$ cat src/rtl/pong_pkg.sv
// Shared pong types and constants: match state, game_state bus and winner
// encodings, and the active video area used by the ball and paddle blocks.
package pong_pkg;

   typedef enum logic [2:0] {
      S_IDLE,
      S_SERVE,
      S_PLAY,
      S_PAUSE,
      S_OVER
   } state_t;

   localparam logic [1:0] GS_IDLE  = 2'b00;
   localparam logic [1:0] GS_PLAY  = 2'b01;
   localparam logic [1:0] GS_PAUSE = 2'b10;
   localparam logic [1:0] GS_OVER  = 2'b11;

   localparam logic [1:0] WIN_NONE = 2'b00;
   localparam logic [1:0] WIN_P1   = 2'b01;
   localparam logic [1:0] WIN_P2   = 2'b10;

   localparam int H_ACTIVE = 640;
   localparam int V_ACTIVE = 480;

   // SERVE shares the idle code: the ball must stay frozen while serving.
   function automatic logic [1:0] gs_encode(input state_t s);
      case (s)
         S_PLAY:  return GS_PLAY;
         S_PAUSE: return GS_PAUSE;
         S_OVER:  return GS_OVER;
         default: return GS_IDLE;
      endcase
   endfunction

endpackage

$ cat src/rtl/pong_match_ctrl_if.sv
// Match controller bus: debounced buttons and ball scores in,
// game state, ball restart, serve countdown and winner out.
interface pong_match_ctrl_if #(parameter int CNT_W = 10);

   logic             start_btn;
   logic             pause_btn;
   logic [3:0]       p1_score;
   logic [3:0]       p2_score;
   logic [1:0]       game_state;
   logic             ball_rst_n;
   logic [CNT_W-1:0] serve_cnt;
   logic [1:0]       winner;

   // Drives buttons and scores, observes the controller outputs.
   modport master (
      output start_btn, pause_btn, p1_score, p2_score,
      input  game_state, ball_rst_n, serve_cnt, winner
   );

   // The match controller itself.
   modport slave (
      input  start_btn, pause_btn, p1_score, p2_score,
      output game_state, ball_rst_n, serve_cnt, winner
   );

endinterface

$ cat src/rtl/rise_edge.sv
// Rising-edge detector: keeps one tick of input history and flags a
// 0->1 transition combinationally, so a held input yields one event.
module rise_edge (
   input  logic clk_1ms,
   input  logic reset,
   input  logic d,
   output logic rise
);

   logic d_q;

   // Input history register, cleared by synchronous active-low reset.
   // NOTE: sequential state uses non-blocking assignments so every register
   // samples pre-edge values regardless of process ordering.
   always_ff @(posedge clk_1ms) begin
      if (!reset) d_q <= 1'b0;
      else        d_q <= d;
   end

   assign rise = d & ~d_q;

endmodule

$ cat src/rtl/pong_match_ctrl.sv
// Match-level sequencer: serve delay, pause/resume, match-end detection and
// ball restart, all on the 1 ms tick with registered outputs.
module pong_match_ctrl
   import pong_pkg::*;
#(
   parameter int WIN_SCORE = 7,
   parameter int SERVE_MS  = 1000,
   parameter int CNT_W     = 10
) (
   input  logic             clk_1ms,
   input  logic             reset,
   pong_match_ctrl_if.slave bus
);

   if (WIN_SCORE < 1 || WIN_SCORE > 15) begin : g_bad_win_score
      $error("pong_match_ctrl: WIN_SCORE must be 1..15, scores would wrap");
   end
   if (SERVE_MS < 1 || (2 ** CNT_W) <= SERVE_MS) begin : g_bad_serve_ms
      $error("pong_match_ctrl: SERVE_MS must be >= 1 and fit in CNT_W bits");
   end

   localparam logic [3:0]       WIN4      = 4'(WIN_SCORE);
   localparam logic [CNT_W-1:0] SERVE_LD  = CNT_W'(SERVE_MS - 1);

   state_t           state_q, state_d;
   logic [CNT_W-1:0] cnt_q, cnt_d;
   logic [1:0]       winner_q, winner_d;
   logic [1:0]       gs_q;
   logic             brst_q, brst_d;
   logic [3:0]       p1_q, p1_d, p2_q, p2_d;
   logic             start_rise, pause_rise, sc_evt;

   rise_edge u_start_edge (
      .clk_1ms (clk_1ms),
      .reset   (reset),
      .d       (bus.start_btn),
      .rise    (start_rise)
   );

   rise_edge u_pause_edge (
      .clk_1ms (clk_1ms),
      .reset   (reset),
      .d       (bus.pause_btn),
      .rise    (pause_rise)
   );

   assign sc_evt = (bus.p1_score != p1_q) | (bus.p2_score != p2_q);

   // Next-state and next-output logic for the match sequencer.
   always_comb begin
      // NOTE: every variable gets a default first so no path infers a latch.
      state_d  = state_q;
      cnt_d    = cnt_q;
      winner_d = winner_q;
      brst_d   = 1'b1;
      p1_d     = bus.p1_score;
      p2_d     = bus.p2_score;
      case (state_q)
         S_IDLE: begin
            if (start_rise) begin
               state_d = S_SERVE;
               cnt_d   = SERVE_LD;
            end
         end
         S_SERVE: begin
            if (cnt_q == '0) state_d = S_PLAY;
            else             cnt_d   = cnt_q - 1'b1;
         end
         S_PLAY: begin
            // A score always wins over a simultaneous pause request.
            if (sc_evt && bus.p1_score >= WIN4) begin
               state_d  = S_OVER;
               winner_d = WIN_P1;
            end else if (sc_evt && bus.p2_score >= WIN4) begin
               state_d  = S_OVER;
               winner_d = WIN_P2;
            end else if (sc_evt) begin
               state_d = S_SERVE;
               cnt_d   = SERVE_LD;
            end else if (pause_rise) begin
               state_d = S_PAUSE;
            end
         end
         S_PAUSE: begin
            if (pause_rise) state_d = S_PLAY;
         end
         S_OVER: begin
            // Restart: pulse the ball reset and forget the old scores so the
            // ball's clear to zero is not mistaken for a point.
            if (start_rise) begin
               state_d  = S_SERVE;
               cnt_d    = SERVE_LD;
               winner_d = WIN_NONE;
               brst_d   = 1'b0;
               p1_d     = 4'd0;
               p2_d     = 4'd0;
            end
         end
         default: begin
            state_d = S_IDLE;
            cnt_d   = '0;
         end
      endcase
   end

   // State, output and score-history registers with synchronous reset.
   always_ff @(posedge clk_1ms) begin
      if (!reset) begin
         state_q  <= S_IDLE;
         cnt_q    <= '0;
         winner_q <= WIN_NONE;
         gs_q     <= GS_IDLE;
         brst_q   <= 1'b0;
         p1_q     <= 4'd0;
         p2_q     <= 4'd0;
      end else begin
         state_q  <= state_d;
         cnt_q    <= cnt_d;
         winner_q <= winner_d;
         gs_q     <= gs_encode(state_d);
         brst_q   <= brst_d;
         p1_q     <= p1_d;
         p2_q     <= p2_d;
      end
   end

   assign bus.game_state = gs_q;
   assign bus.ball_rst_n = brst_q;
   assign bus.serve_cnt  = cnt_q;
   assign bus.winner     = winner_q;

endmodule

$ cat src/flat_wrapper.sv
// flat-port wrapper written by rule: the top's interface ports become plain ports
module pong_match_ctrl_flat import pong_pkg::*;
#(
   parameter int WIN_SCORE = 7,
   parameter int SERVE_MS  = 1000,
   parameter int CNT_W     = 10
)
  (clk_1ms, reset, bus_start_btn, bus_pause_btn, bus_p1_score, bus_p2_score, bus_game_state, bus_ball_rst_n, bus_serve_cnt, bus_winner);
  pong_match_ctrl_if #(.CNT_W(CNT_W)) bus_i ();
  input  logic clk_1ms;
  input  logic reset;
  input wire logic [$bits(bus_i.start_btn)-1:0] bus_start_btn;
  input wire logic [$bits(bus_i.pause_btn)-1:0] bus_pause_btn;
  input wire logic [$bits(bus_i.p1_score)-1:0] bus_p1_score;
  input wire logic [$bits(bus_i.p2_score)-1:0] bus_p2_score;
  output wire logic [$bits(bus_i.game_state)-1:0] bus_game_state;
  output wire logic [$bits(bus_i.ball_rst_n)-1:0] bus_ball_rst_n;
  output wire logic [$bits(bus_i.serve_cnt)-1:0] bus_serve_cnt;
  output wire logic [$bits(bus_i.winner)-1:0] bus_winner;
  assign bus_i.start_btn = bus_start_btn;
  assign bus_i.pause_btn = bus_pause_btn;
  assign bus_i.p1_score = bus_p1_score;
  assign bus_i.p2_score = bus_p2_score;
  assign bus_game_state = bus_i.game_state;
  assign bus_ball_rst_n = bus_i.ball_rst_n;
  assign bus_serve_cnt = bus_i.serve_cnt;
  assign bus_winner = bus_i.winner;
  pong_match_ctrl #(.WIN_SCORE(WIN_SCORE), .SERVE_MS(SERVE_MS), .CNT_W(CNT_W)) u_core (.clk_1ms(clk_1ms), .reset(reset), .bus(bus_i));
endmodule
$ cat config.mk
export PLATFORM = sky130hd
export DESIGN_NAME = pong_match_ctrl_flat
export DESIGN_NICKNAME = d
export VERILOG_FILES = /design/src/rtl/pong_pkg.sv /design/src/rtl/pong_match_ctrl_if.sv /design/src/rtl/rise_edge.sv /design/src/rtl/pong_match_ctrl.sv /design/src/flat_wrapper.sv
export SDC_FILE = /design/constraint.sdc
export NUM_CORES = 1
export LEC_CHECK = 0
export ABC_AREA = 1
export BUFFER_PORTS_ARGS = -buffer_cell sky130_fd_sc_hd__buf_2
export CORE_UTILIZATION = 58
export DETAILED_ROUTE_END_ITERATION = 10
export PLACE_DENSITY = 0.81
export SETUP_SLACK_MARGIN = 0.05
export SYNTH_ARGS = -nofsm -noshare
export SYNTH_HDL_FRONTEND = slang
export SYNTH_HIERARCHICAL = 1
export SYNTH_SLANG_ARGS = --single-unit
$ cat constraint.sdc
create_clock -name clk_1ms -period 3.9 [get_ports clk_1ms]
set_input_delay 0.195 -clock clk_1ms [delete_from_list [all_inputs] [get_ports clk_1ms]]
set_output_delay 0.195 -clock clk_1ms [all_outputs]
set_load 0.005 [all_outputs]
# ---- Yosys cells after proc, flatten, opt, wreduce, memory -nomap -nowiden
# Cells that the tools add are included.
dict set report classes {
  n_eq_ne 16
  n_reduce_logical 8
  n_bitwise 6
  add_sub_neg 1
  multipliers 0
  div_mod_pow 0
  n_mux 25
  n_lt_le_gt_ge 2
  n_shift 0
}
# cell count
set ops {}
lappend ops {{$mux W10} 5}
lappend ops {{$pmux W10 S4} 1}
lappend ops {{$mux W3} 7}
lappend ops {{$mux W4} 4}
lappend ops {{$eq A3 B2 Y1 const B} 4}
lappend ops {{$pmux W3 S4} 1}
lappend ops {{$logic_not A10 Y1} 1}
lappend ops {{$sub A10 B1 Y10 const B} 1}
lappend ops {{$ge A4 B3 Y1 const B} 2}
lappend ops {{$ne A4 B4 Y1} 2}
lappend ops {{$eq A3 B3 Y1 const B} 2}
lappend ops {{$mux W2} 3}
lappend ops {{$ne A2 B1 Y1 const B} 3}
lappend ops {{$ne A2 B2 Y1 const B} 3}
lappend ops {{$pmux W2 S3} 1}
lappend ops {{$reduce_and A6 Y1} 1}
lappend ops {{$pmux W2 S2} 1}
lappend ops {{$eq A3 B1 Y1 const B} 1}
lappend ops {{$logic_not A3 Y1} 1}
lappend ops {{$ne A3 B1 Y1 const B} 1}
lappend ops {{$not A1 Y1} 3}
lappend ops {{$reduce_and A3 Y1} 1}
lappend ops {{$and A1 B1 Y1} 2}
lappend ops {{$logic_and A1 B1 Y1} 2}
lappend ops {{other kinds (4)} 5}
dict set report word_totals {
  wordCells 67
  n_memories 0
  input_bits 12
  reg_bits 28
  romBits 0
  ram_bits 0
  output_inout_bits 15
  latch_bits 0
}

# ---- Logic depth before layout (Yosys ltp)
dict set report logic_depth {
  ltp_word 9
  mapped_depth 13
  mapped_depth_nobuf 13
}

# ---- Hierarchy
# Netlist, hierarchy kept.
# mod cells_each seq_area_each_um2 n_inst area_each_um2
set modules_own_cells {}
lappend modules_own_cells {pong_match_ctrl 211 520.5 1 1371.3}
lappend modules_own_cells {rise_edge 5 20.0 2 37.5}

# ---- Worst setup path before layout
# OpenSTA, ideal clock, no wires.
dict set report synth_path {
  path_kind {reg2reg}
  startpoint {register u_core.cnt_q[0], in the netlist u_core/bus.serve_cnt[0]}
  endpoint {register u_core.cnt_q[0], in the netlist u_core/bus.serve_cnt[0]}
  arrival_time_ps 1465
  path_buffers 1
  period_less_slack_ps 1578
  setup_ps 113
  required_ps 3787
  path_slack_ps 2322
  path_stages_with_launch 14
  path_cell_list {dfxtp_1 inv_1 ha_1 nand3_1 nor2_1 nand3_1 nand2_1 inv_1 nand2_2 inv_2 nand3_4 buf_8 nor2_1 nor2_1}
}
dict set report synth_between {
  elab_chain_len 3
  word_cells_on_any_way 6
  cone_classes {add/sub (1); eq/ne (1); mux (2); reduce/logical (2)}
}
# element line_no
set synth_rtl {}
lappend synth_rtl {{from (decl)} pong_match_ctrl.sv:26} ;# logic [CNT_W-1:0] cnt_q, cnt_d;
lappend synth_rtl {{from (signal assigned)} pong_match_ctrl.sv:118} ;# cnt_q <= cnt_d;
lappend synth_rtl {{$sub A10 B1 Y10 or $logic_not A10 Y1 (tied branches)} {pong_match_ctrl.sv:67, pong_match_ctrl.sv:66}}
lappend synth_rtl {{$mux W10 or $ne A2 B2 Y1 (tied branches)} -}
lappend synth_rtl {{$pmux W10 S4 or $reduce_and A6 Y1 (tied branches)} -}
# Parallel ways exist; a longest one is shown, timed or not. The select of a mux whose other input is x is not followed.
# A chain may end at the register's enable or synchronous reset.

# ---- Worst setup path in the final report
dict set report layout_path {
  startpoint {register u_core.cnt_q[0], in the netlist u_core/bus.serve_cnt[0]}
  endpoint {register u_core.cnt_q[1], in the netlist u_core/bus.serve_cnt[1]}
}
# The elaborated chain is that of the path after synthesis.

==> results by group <==
Status
  – Outcome: finished clean

Die
  – Die ar.: roughly 0.0027 mm2
  – Die Wd: 51.9 um
  – Initial Utilization: 0.636
  – Core Box Area: 0.00228 mm2
  – Die Ht: 51.9 um
  – # rows: 17
  – # IOs: 27

Critical path
  – Worst Path Max Fanout: 18
  – Critical Path End Type: flip-flop
  – Worst Path Required: 4.13 ns
  – Arrival time at the worst endpoint: around 1.9 ns
  – CP Class: flip-flop to flip-flop
  – Worst setup SP type: flip-flop
  – Critical Path Start: u_core/bus.serve_cnt[0]
  – Reg2Reg Setup Slack: 2.23 ns
  – RR Startpoint: u_core/bus.serve_cnt[0]

Synth
  – Syn_nets: about 230
  – Sequential fraction of the synthesis area: 0.388
  – Synth unique cells: 24
  – Cell Area, Synth: ~0.0014 mm2
  – Cells after Synth: 221
  – Synth Warn #: 6
  – Syn_area_per_cell: about 6.5 um2
  – Flops & latches, synth: 28

Clocking
  – CTS tree: built
  – Maximum root-to-sink buffer count: 2
  – Inserted Clock Buffers: 3
  – CTS Sinks: 28
  – Clock Tree Root: clkbuf_4
  – Post-CTS Setup Inserts: 0
  – Hold buffers post-CTS: 0
  – Clk pin slew, worst setup/hold paths: 0.14 ns
  – Worst-Skew Late Latency: 0.32 ns
  – Htree depth: 1
  – PostCTS Resize Cnt: 0

Global routing
  – GRT Overall Usage: 0.225
  – Initial antenna violation count: 0
  – First-pass GRT wire length: 4600 um
  – Vias in the first global route: 1,118
  – Largest net degree at the start of global routing: 19
  – Congestion Overflow GR: 0

Placed design
  – Dpl hpwl: 2020 um
  – IO buf count: 26
  – Routability Congestion: 0.819
  – Placed cells: 273

Hold path
  – Hold Path Origin: bus_pause_btn
  – HP Class: input port to flip-flop

STA
  – Final Cycle Share: 0.428
  – Max-slew headroom: 0.680
  – Final setup vio count: 0
  – Worst slew pin tran: 0.477 ns
  – Slew Viols, Final: 0
  – RSZ-0062 raised after global routing: false
  – Final Hold Vio Count: 0
  – F_max: between 500 and 600 MHz
  – Clock skew: 0.00183 ns
  – Setup tns final: 0 ns
  – WHS: 0.0585 ns
  – Final worst path period need: between 1.5 and 2 ns

Cells and area
  – N_diodes: 0
  – NumNets Final: 263
  – Layout cell share with drive strength beyond 1: 0.165
  – Fill count: 221
  – Commonest non-fill, non-tap cell in the layout: nand2_1
  – Synth-to-Final Area Change: 12.6%
  – Post-Layout Cell Count: 277
  – Commonest non-fill, non-tap cells in the layout: 59 x nand2_1, 38 x nor2_1, 36 x inv_1, 28 x dfxtp_1, 26 x buf_2

Drt
  – Wirelength per Cell: around 9.4 um
  – DR vias: 1,325
  – DR vias/cell: 4.78
  – Post-DRT Antenna Nets: 0
  – DR DRC count: 0
  – First-iteration detailed-routing DRC count: 36
  – Post-Route WL: 2610 um
  – 1st-pass router iterations: 4

Power
  – Worst vdd ir: 0.000268 V
  – Pwr dens: approximately 370 mW/mm2
  – Total power: 601 uW
  – Leak pwr: 0.845 nW

Run
  – Max_cap viols: 0
-- power by group --
part | internal (mW) | switching (mW) | total, mW
sequential | 0.306 | 0.0125 | 0.319
combinational | 0.0559 | 0.0887 | 0.145
clock | 0.0571 | 0.0806 | 0.138
-- registers in the layout, summed over array words and instances (netlist names) --
register / flops
u_core/bus.ball_rst_n: 1
u_core/p2_q: 4
u_core/bus.winner: 2
u_core/bus.game_state: 2
u_core/u_start_edge/d_q: 1
u_core/u_pause_edge/d_q: 1
u_core/state_q: 3
u_core/p1_q: 4
u_core/bus.serve_cnt: 10
-- layout make-up --
class                   instances  area (um2)  share of cell area
flip-flops and latches         28         561               0.344
clock buffers                   4        36.3              0.0223
inverters                      38         143              0.0876
repair buffers                 26         130              0.0799
multi-input cells             153         724               0.445
well taps                      28        35.0              0.0215
-- kinds of logic (layout without fill, tap and decap cells) --
logic type,after synthesis,in the layout,share of synthesized area
adders and majority gates,1,1,0.00865
AOI/OAI and AO/OA,20,20,0.0692
and+or+nand+nor,125,125,0.381
buffers and inverters,40,68,0.112
DFF,28,28,0.388
xor gates and xnor gates,7,7,0.0424
-- path summary, 6_finish.rpt --
kind                             end  depth (start not counted)
max          u_core/bus.serve_cnt[1]                         13
min          u_core/u_pause_edge/d_q                          3
max reg2reg  u_core/bus.serve_cnt[1]                         13
min reg2reg     u_core/bus.winner[0]                          2
-- per-stage QoR --
step	util	instance area [um2]	setup slack [ns]
after global placement	0.700	1590	2.30
final	0.716	1630	2.23
after floorplan	-	1450	2.32
after global routing	0.716	1630	1.97
after detailed placement	0.700	1590	2.26
after CTS	0.716	1630	2.22
-- metal layers --
layer,track usage,share of wire,vias to the layer above
met5,0,0,-
met4,0.0676,0.0046,0
met1,0.313,0.53,561
met2,0.359,0.43,33
li1,-,-,729
met3,0.0263,0.039,2
-- synth_stat cells --
library cell	count	area [um2]
nand2_2	1	6.26
dfxtp_1	28	561
clkbuf_1	1	3.75
nand3_1	12	60.1
nor3_1	3	15.0
nor2_1	38	143
inv_2	2	7.51
o21ai_0	10	50.1
o21ai_1	1	5.00
buf_8	1	15.0
nand2_1	59	221
nor3_2	1	10.0
ha_1	1	12.5
inv_1	36	135
nand3_2	1	10.0
nor2_2	2	12.5
xnor2_1	5	43.8
nand3_4	1	17.5
nand4_1	3	18.8
nor3_4	1	16.3
or2_2	2	12.5
a21oi_1	9	45.0
xor2_1	2	17.5
nand3b_1	1	7.51
-- critical path, cell delays in order, from the launching register on --
cell and delay, ns:
dfxtp_1 0.34, inv_1 0.09, ha_1 0.19, nand3_1 0.12, nor2_1 0.18, nand3_1 0.09
nand2_1 0.07, inv_1 0.04, nand2_2 0.08, inv_2 0.06, nand3_4 0.15, nand2_1 0.08
nand2_1 0.06, nor2_1 0.04
Note: power is estimated with default switching activity, not from simulation.
